`src/rtl/ps2_rx_fifo.sv`:
```
// PS/2 device-to-host receiver: input synchronizers, frame FSM, parity/stop check and show-ahead receive FIFO.
// Optional bit-edge timeout is enabled by defining PS2_RX_TIMEOUT_EN.
module ps2_rx_fifo #(
  parameter int unsigned DATA_W      = 8,
  parameter int unsigned FIFO_DEPTH  = 4,
  parameter int unsigned SYNC_STAGES = 2,
  parameter int unsigned PARITY_ODD  = 1,
  parameter int unsigned TIMEOUT_CYC = 800
) (
  input  logic                             ref_clk,
  input  logic                             reset,
  input  logic                             clk_in,
  input  logic                             serial_in,
  input  logic                             rx_done,
  output logic [DATA_W-1:0]                data_out,
  output logic                             receive,
  output logic [$clog2(FIFO_DEPTH+1)-1:0]  count,
  output logic                             overflow,
  output logic                             parity_err,
  output logic                             frame_err
);

  localparam int unsigned PTR_W = $clog2(FIFO_DEPTH);
  localparam int unsigned CNT_W = $clog2(FIFO_DEPTH + 1);
  localparam int unsigned BIT_W = (DATA_W > 1) ? $clog2(DATA_W) : 1;

  if (FIFO_DEPTH < 2 || (FIFO_DEPTH & (FIFO_DEPTH - 1)) != 0) begin : g_bad_depth
    $error("ps2_rx_fifo: FIFO_DEPTH must be a power of 2 and >= 2");
  end
  if (SYNC_STAGES < 2) begin : g_bad_sync
    $error("ps2_rx_fifo: SYNC_STAGES must be >= 2");
  end
  if (TIMEOUT_CYC < 2) begin : g_bad_tmo
    $error("ps2_rx_fifo: TIMEOUT_CYC must be >= 2");
  end

  typedef enum logic [2:0] {
    ST_IDLE,
    ST_DATA,
    ST_PARITY,
    ST_STOP,
    ST_WAIT_IDLE
  } state_e;

  logic [SYNC_STAGES-1:0] clk_sync_q, clk_sync_d;
  logic [SYNC_STAGES-1:0] dat_sync_q, dat_sync_d;
  logic                   clk_prev_q, clk_prev_d;
  state_e                 state_q, state_d;
  logic [BIT_W-1:0]       bit_cnt_q, bit_cnt_d;
  logic [DATA_W-1:0]      shift_q, shift_d;
  logic                   par_q, par_d;
  logic [DATA_W-1:0]      mem_q [FIFO_DEPTH];
  logic [DATA_W-1:0]      mem_d [FIFO_DEPTH];
  logic [PTR_W-1:0]       wr_ptr_q, wr_ptr_d;
  logic [PTR_W-1:0]       rd_ptr_q, rd_ptr_d;
  logic [CNT_W-1:0]       count_q, count_d;
  logic                   receive_q, receive_d;
  logic [DATA_W-1:0]      data_out_q, data_out_d;
  logic                   overflow_q, overflow_d;
  logic                   parity_err_q, parity_err_d;
  logic                   frame_err_q, frame_err_d;
`ifdef PS2_RX_TIMEOUT_EN
  localparam int unsigned TMO_W = $clog2(TIMEOUT_CYC + 1);
  logic [TMO_W-1:0]       tmo_q, tmo_d;
`endif

  logic fall_c;
  logic sdat_c;
  logic push_req_c;
  logic pop_c;
  logic full_c;
  logic push_c;

  assign fall_c = clk_prev_q & ~clk_sync_q[SYNC_STAGES-1];
  assign sdat_c = dat_sync_q[SYNC_STAGES-1];

  // Synchronizers, edge detect and frame FSM
  always_comb begin
    clk_sync_d   = {clk_sync_q[SYNC_STAGES-2:0], clk_in};
    dat_sync_d   = {dat_sync_q[SYNC_STAGES-2:0], serial_in};
    clk_prev_d   = clk_sync_q[SYNC_STAGES-1];
    state_d      = state_q;
    bit_cnt_d    = bit_cnt_q;
    shift_d      = shift_q;
    par_d        = par_q;
    push_req_c   = 1'b0;
    parity_err_d = 1'b0;
    frame_err_d  = 1'b0;

    case (state_q)
      ST_IDLE: begin
        if (fall_c && !sdat_c) begin
          state_d   = ST_DATA;
          bit_cnt_d = '0;
        end
      end
      ST_DATA: begin
        if (fall_c) begin
          shift_d[bit_cnt_q] = sdat_c;
          if (bit_cnt_q == BIT_W'(DATA_W - 1)) begin
            state_d = ST_PARITY;
          end else begin
            bit_cnt_d = bit_cnt_q + BIT_W'(1);
          end
        end
      end
      ST_PARITY: begin
        if (fall_c) begin
          par_d   = sdat_c;
          state_d = ST_STOP;
        end
      end
      ST_STOP: begin
        if (fall_c) begin
          if (sdat_c) begin
            if (((^shift_q) ^ par_q) == 1'(PARITY_ODD)) begin
              push_req_c = 1'b1;
            end else begin
              parity_err_d = 1'b1;
            end
            state_d = ST_IDLE;
          end else begin
            frame_err_d = 1'b1;
            state_d     = ST_WAIT_IDLE;
          end
        end
      end
      ST_WAIT_IDLE: begin
        if (sdat_c) begin
          state_d = ST_IDLE;
        end
      end
      default: state_d = ST_IDLE;
    endcase

`ifdef PS2_RX_TIMEOUT_EN
    // Stall watchdog: restarts on every falling edge while a frame is open
    tmo_d = '0;
    if (state_q == ST_DATA || state_q == ST_PARITY || state_q == ST_STOP) begin
      if (fall_c) begin
        tmo_d = '0;
      end else if (tmo_q == TMO_W'(TIMEOUT_CYC - 1)) begin
        frame_err_d = 1'b1;
        push_req_c  = 1'b0;
        state_d     = ST_IDLE;
      end else begin
        tmo_d = tmo_q + TMO_W'(1);
      end
    end
`endif
  end

  // Show-ahead FIFO; a pop frees a slot for a same-cycle push even when full
  always_comb begin
    pop_c      = rx_done & receive_q;
    full_c     = (count_q == CNT_W'(FIFO_DEPTH));
    push_c     = push_req_c & (~full_c | pop_c);
    mem_d      = mem_q;
    wr_ptr_d   = wr_ptr_q;
    rd_ptr_d   = rd_ptr_q;
    count_d    = count_q;
    overflow_d = overflow_q | (push_req_c & full_c & ~pop_c);

    if (push_c) begin
      mem_d[wr_ptr_q] = shift_q;
      wr_ptr_d        = wr_ptr_q + PTR_W'(1);
    end
    if (pop_c) begin
      rd_ptr_d = rd_ptr_q + PTR_W'(1);
    end
    case ({push_c, pop_c})
      2'b10:   count_d = count_q + CNT_W'(1);
      2'b01:   count_d = count_q - CNT_W'(1);
      default: count_d = count_q;
    endcase

    receive_d  = (count_d != '0);
    data_out_d = receive_d ? mem_d[rd_ptr_d] : '0;
  end

  always_ff @(posedge ref_clk) begin
    if (reset) begin
      clk_sync_q   <= '1;
      dat_sync_q   <= '1;
      clk_prev_q   <= 1'b1;
      state_q      <= ST_IDLE;
      bit_cnt_q    <= '0;
      shift_q      <= '0;
      par_q        <= 1'b0;
      wr_ptr_q     <= '0;
      rd_ptr_q     <= '0;
      count_q      <= '0;
      receive_q    <= 1'b0;
      data_out_q   <= '0;
      overflow_q   <= 1'b0;
      parity_err_q <= 1'b0;
      frame_err_q  <= 1'b0;
      for (int i = 0; i < FIFO_DEPTH; i++) begin
        mem_q[i] <= '0;
      end
`ifdef PS2_RX_TIMEOUT_EN
      tmo_q        <= '0;
`endif
    end else begin
      clk_sync_q   <= clk_sync_d;
      dat_sync_q   <= dat_sync_d;
      clk_prev_q   <= clk_prev_d;
      state_q      <= state_d;
      bit_cnt_q    <= bit_cnt_d;
      shift_q      <= shift_d;
      par_q        <= par_d;
      wr_ptr_q     <= wr_ptr_d;
      rd_ptr_q     <= rd_ptr_d;
      count_q      <= count_d;
      receive_q    <= receive_d;
      data_out_q   <= data_out_d;
      overflow_q   <= overflow_d;
      parity_err_q <= parity_err_d;
      frame_err_q  <= frame_err_d;
      for (int i = 0; i < FIFO_DEPTH; i++) begin
        mem_q[i] <= mem_d[i];
      end
`ifdef PS2_RX_TIMEOUT_EN
      tmo_q        <= tmo_d;
`endif
    end
  end

  assign data_out   = data_out_q;
  assign receive    = receive_q;
  assign count      = count_q;
  assign overflow   = overflow_q;
  assign parity_err = parity_err_q;
  assign frame_err  = frame_err_q;

endmodule

```
`config.mk`:
```
export PLATFORM = sky130hd
export DESIGN_NAME = ps2_rx_fifo
export DESIGN_NICKNAME = d
export VERILOG_FILES = /design/src/rtl/ps2_rx_fifo.sv
export SDC_FILE = /design/constraint.sdc
export NUM_CORES = 1
export LEC_CHECK = 0
export ABC_CLOCK_PERIOD_IN_PS = 3600
export CAP_MARGIN = 20
export CORE_MARGIN = 4
export CORE_UTILIZATION = 53
export CTS_CLUSTER_SIZE = 28
export DETAILED_ROUTE_END_ITERATION = 10
export HOLD_SLACK_MARGIN = 0.15
export PLACE_DENSITY = 0.75
export SLEW_MARGIN = 20
export SYNTH_ARGS = -nofsm -noshare
export SYNTH_HDL_FRONTEND = slang
export SYNTH_SLANG_ARGS = --single-unit
```
`constraint.sdc`:
```
create_clock -name ref_clk -period 3.6 [get_ports ref_clk]
set_input_delay 0.9 -clock ref_clk [delete_from_list [all_inputs] [get_ports ref_clk]]
set_output_delay 0.9 -clock ref_clk [all_outputs]
set_load 0.01 [all_outputs]
```
==> summary.md <==
| Metric | Value |
|---|---|
| Worst hold path startpoint | clk_sync_q[0] |
| Starting Density | 56.1% |
| Slowest cell on crit path | clkdlybuf4s50_1 |
| Number of iterations in the first detailed-routing pass | 5 |
| CTS Buf Count | 9 |
| Clock transition at the registers of the reported paths | around 0.07 ns |
| # fillers | 459 |
| Ant. Diodes | 0 |
| VDD IR-drop max | between 200 and 300 µV |
| R2R depth | 12 |
| Initial DRC count | around 130 |
| CTS H-tree depth | 3 |
| GPL Wtd Cong | about 0.83 |
| Mapped Area | 3190 µm² |
| PortBufs | 19 |
| Share of layout cells above drive strength 1 | between 10% and 20% |
| Placed insts | 414 |
| Fin. Hold Viols | 0 |
| Final Cell Area | about 3700 µm² |
| Maximum root-to-sink buffer count | 2 |
| Required time of the critical path | 3.82 ns |
| Top cell family by delay on the critical path | compound AO/OA/AOI/OAI gates |
| CTS root buffer | clkbuf_8 |
| Worst-path cell chain | clkdlybuf4s50_1, nand2_1, and3_1, nor2_2, nand2_1, ha_1, fa_1, xnor2_1, o21a_1, o31ai_4, nor2_4, o221ai_1, o22ai_1 |
| Worst skew pair latency | 0.34 ns |
| Core Region | around 5700 µm² |
| Hold buffers post-CTS | 0 |
| Critical path class | in -> reg |
| Final Non-Filler Cells | about 430 |
| Unrepaired setup endpoints after global routing | false |
| Vias in the first global route | 2,285 |
| Buf/Inv on CP | 1 |
| Slew @ Worst Pin | a little over 0.6 ns |
| First-pass GRT wire length | 10.9 mm |
| Synth top area cells | dfxtp_1 45%, mux2i_1 14%, nor2_1 9.0%, o221ai_1 4.4%, ha_1 2.7% |
| Detailed-route DRC error count | 0 |
| Crit path launch | rx_done |
| Hold Slack | roughly 0.41 ns |
| Clk sinks | between 70 and 80 |
| Residual overflow from global routing | 0 |
| Nets | about 370 |
| Dpl cell area | approximately 3500 µm² |
| Netlist cell types | 44 |
| Area growth syn-to-layout | 15.4% |
| Final Util | about 65% |
| Final wirelength | 6.62 mm |
| Tot GR Track Use | 18.9% |
| Post-DRT Antenna Nets | 0 |
| #FFs+latches synth | between 70 and 80 |
| # Max-Cap Violations | 0 |
| Mapped Cells | about 330 |
| Minimum clock period | approximately 3.4 ns |
| Synth warnings | 0 |
| DP Wirelength | 4.32 mm |
| CP startpoint kind | input pin |
| Die Footprint | about 7300 µm² |
| CP peak stage delay | approximately 0.48 ns |
| R2R setup slack | 0.43 ns |
| TritonCTS clock tree | built |
| Die Span Y | between 80 and 90 µm |
| Worst hold path type | reg -> reg |
| Largest net degree at the start of global routing | just over 60 |
| Initial antenna violation count | 0 |
| Synthesized area per cell | just under 10 µm² |
| Slew margin rel. | approximately three fifths |
| Sequential element share of the synthesized area | 44.6% |
| CP arrival | about 3.6 ns |
| Worst Hold Depth | 1 |
| Outcome | completed |
| Final worst setup slack | roughly 0.23 ns |
| Row count | 27 |
| Crit. End Element | flop |
| Largest area contributor in the netlist | dfxtp_1 |
| Leak Pwr | around 1.6 nW |
| Net Count, Synth | 342 |
| DR vias | between 2,000 and 2,500 |
| Crit-path max FO | 8 |
| Vias/cell | around 5.5 |
| Final period utilization | between 90% and 100% |
| Post-Place Worst Slack | -0.450 ns |
| DR WL/cell | 15.5 µm |
| Worst reg2reg endpoint | data_out[0] |
| Worst-case clock skew | 0.00755 ns |
| Die Wd | 85.5 µm |
| Setup violators final | 0 |
| IO Count | 20 |
| Hold EP | clk_sync_q[1] |
| Pwr/cell area | 372 nW/µm² |
| Critical Path Most Common Cell | nand2_1 |
| Area share of the largest cell type after synthesis | 44.6% |
| Reg2reg start | shift_q[3] |
| F_max | 0.296 GHz |
| Slew Viols, Final | 0 |
[flip-flops by register name, summed over array words and instances, names as in the netlist]
| name | flops |
|---|---|
| bit_cnt_q | 3 |
| clk_prev_q | 1 |
| clk_sync_q | 2 |
| count | 3 |
| dat_sync_q | 2 |
| data_out | 8 |
| frame_err | 1 |
| mem_q | 32 |
| overflow | 1 |
| par_q | 1 |
| parity_err | 1 |
| rd_ptr_q | 2 |
| receive | 1 |
| shift_q | 8 |
| state_q | 3 |
| wr_ptr_q | 2 |
[layout make-up]
type	count	area (µm²)	share of cell area, %
multi-input cells	229	1670	45.5
inverters	8	30.0	0.817
well taps	72	90.1	2.45
clock buffers	13	159	4.32
repair buffers	34	298	8.10
flip-flops and latches	71	1420	38.7
clock inverters	1	5.00	0.136
[cells in the mapped netlist (all sizes together)]
| master | instances |
|---|---|
| a21oi | 4 |
| dfxtp | 71 |
| nor3 | 6 |
| nand2b | 1 |
| a211oi | 2 |
| nand3 | 11 |
| o21a | 2 |
| xor2 | 6 |
| xnor3 | 1 |
| o21ai | 2 |
| o22ai | 8 |
| ha | 7 |
| fa | 1 |
| a31o | 2 |
| nor2b | 1 |
| buf | 7 |
| nor4 | 1 |
| mux2i | 44 |
| nand3b | 3 |
| a22oi | 3 |
| o221ai | 16 |
| clkbuf | 14 |
| nor2 | 77 |
| o31ai | 3 |
| inv | 8 |
| mux2 | 1 |
| a211o | 1 |
| nand4 | 2 |
| and3 | 1 |
| nor3b | 4 |
| or2 | 6 |
| xnor2 | 7 |
| nand2 | 6 |
[routing by layer]
layer | track usage, % | part of all wire (%)
met3 | 4.71 | 3.7
met2 | 31.7 | 50
met4 | 7.63 | 1.3
met1 | 23.2 | 45
met5 | 0 | 0
[cells by family (layout without fill, tap and decap cells)]
family	Yosys count	in the layout	share of synthesized area (%)
AND/OR/NAND/NOR	119	119	17.6
flip-flops	71	71	44.6
multiplexers	45	45	14.2
AO/OA/AOI/OAI	43	43	11.0
buffers and inverters	29	56	4.09
XOR/XNOR	14	14	5.15
adder cells (fa/ha/maj)	8	8	3.38
[repair_timing]
| action | in CTS | in global routing |
|---|---|---|
| endpoints found under the setup margin | 8 | 8 |
| resized for setup | 2 | 6 |
| setup buffers | 0 | 0 |
[how the worst max path moves through the flow]
stage | end | slack [ns] | depth (start not counted)
after CTS | data_out[0] | 0.08 | 13
after global placement | data_out[1] | -0.39 | 13
after detailed placement | data_out[1] | -0.45 | 13
final | data_out[0] | 0.23 | 13
after global routing | data_out[0] | 0.03 | 13
after floorplan | data_out[1] | 0.04 | 13
[layout by cell type (no fill, tap or decap), types with 3 or more instances in the layout]
cell type	n
a22oi_1	3
nand3_1	5
o221ai_1	15
nand3b_1	3
ha_1	7
nor2_1	75
nand2_1	6
dfxtp_1	71
o22ai_1	8
nor3_1	5
nand3_2	6
inv_1	8
xor2_1	5
or2_2	6
mux2i_1	44
clkbuf_8	11
xnor2_1	6
buf_4	15
clkdlybuf4s50_1	18
a21oi_1	4
nor3b_1	3
[power breakdown]
part           internal [mW]  switching, mW
clock                  0.280          0.275
sequential             0.788        0.00287
combinational        0.00733         0.0137
[worst reg2reg max path, stage by stage (launching register included)]
cell and delay [ns]:
dfxtp_1 0.36, xor2_1 0.16, xnor3_2 0.51, xor2_4 0.20, nand2_1 0.09, ha_1 0.23, fa_1 0.39, xnor2_1 0.16
o21a_1 0.22, o31ai_4 0.37, nor2_4 0.13, o221ai_1 0.11, o22ai_1 0.13
[per-stage QoR]
step                TNS, ns  power (mW)
CTS                       0        1.38
finish                    0        1.37
floorplan                 0       0.822
detailed placement    -3.33       0.829
global placement      -2.73       0.829
global route              0        1.42
Note: power is estimated with default switching activity, not from simulation.
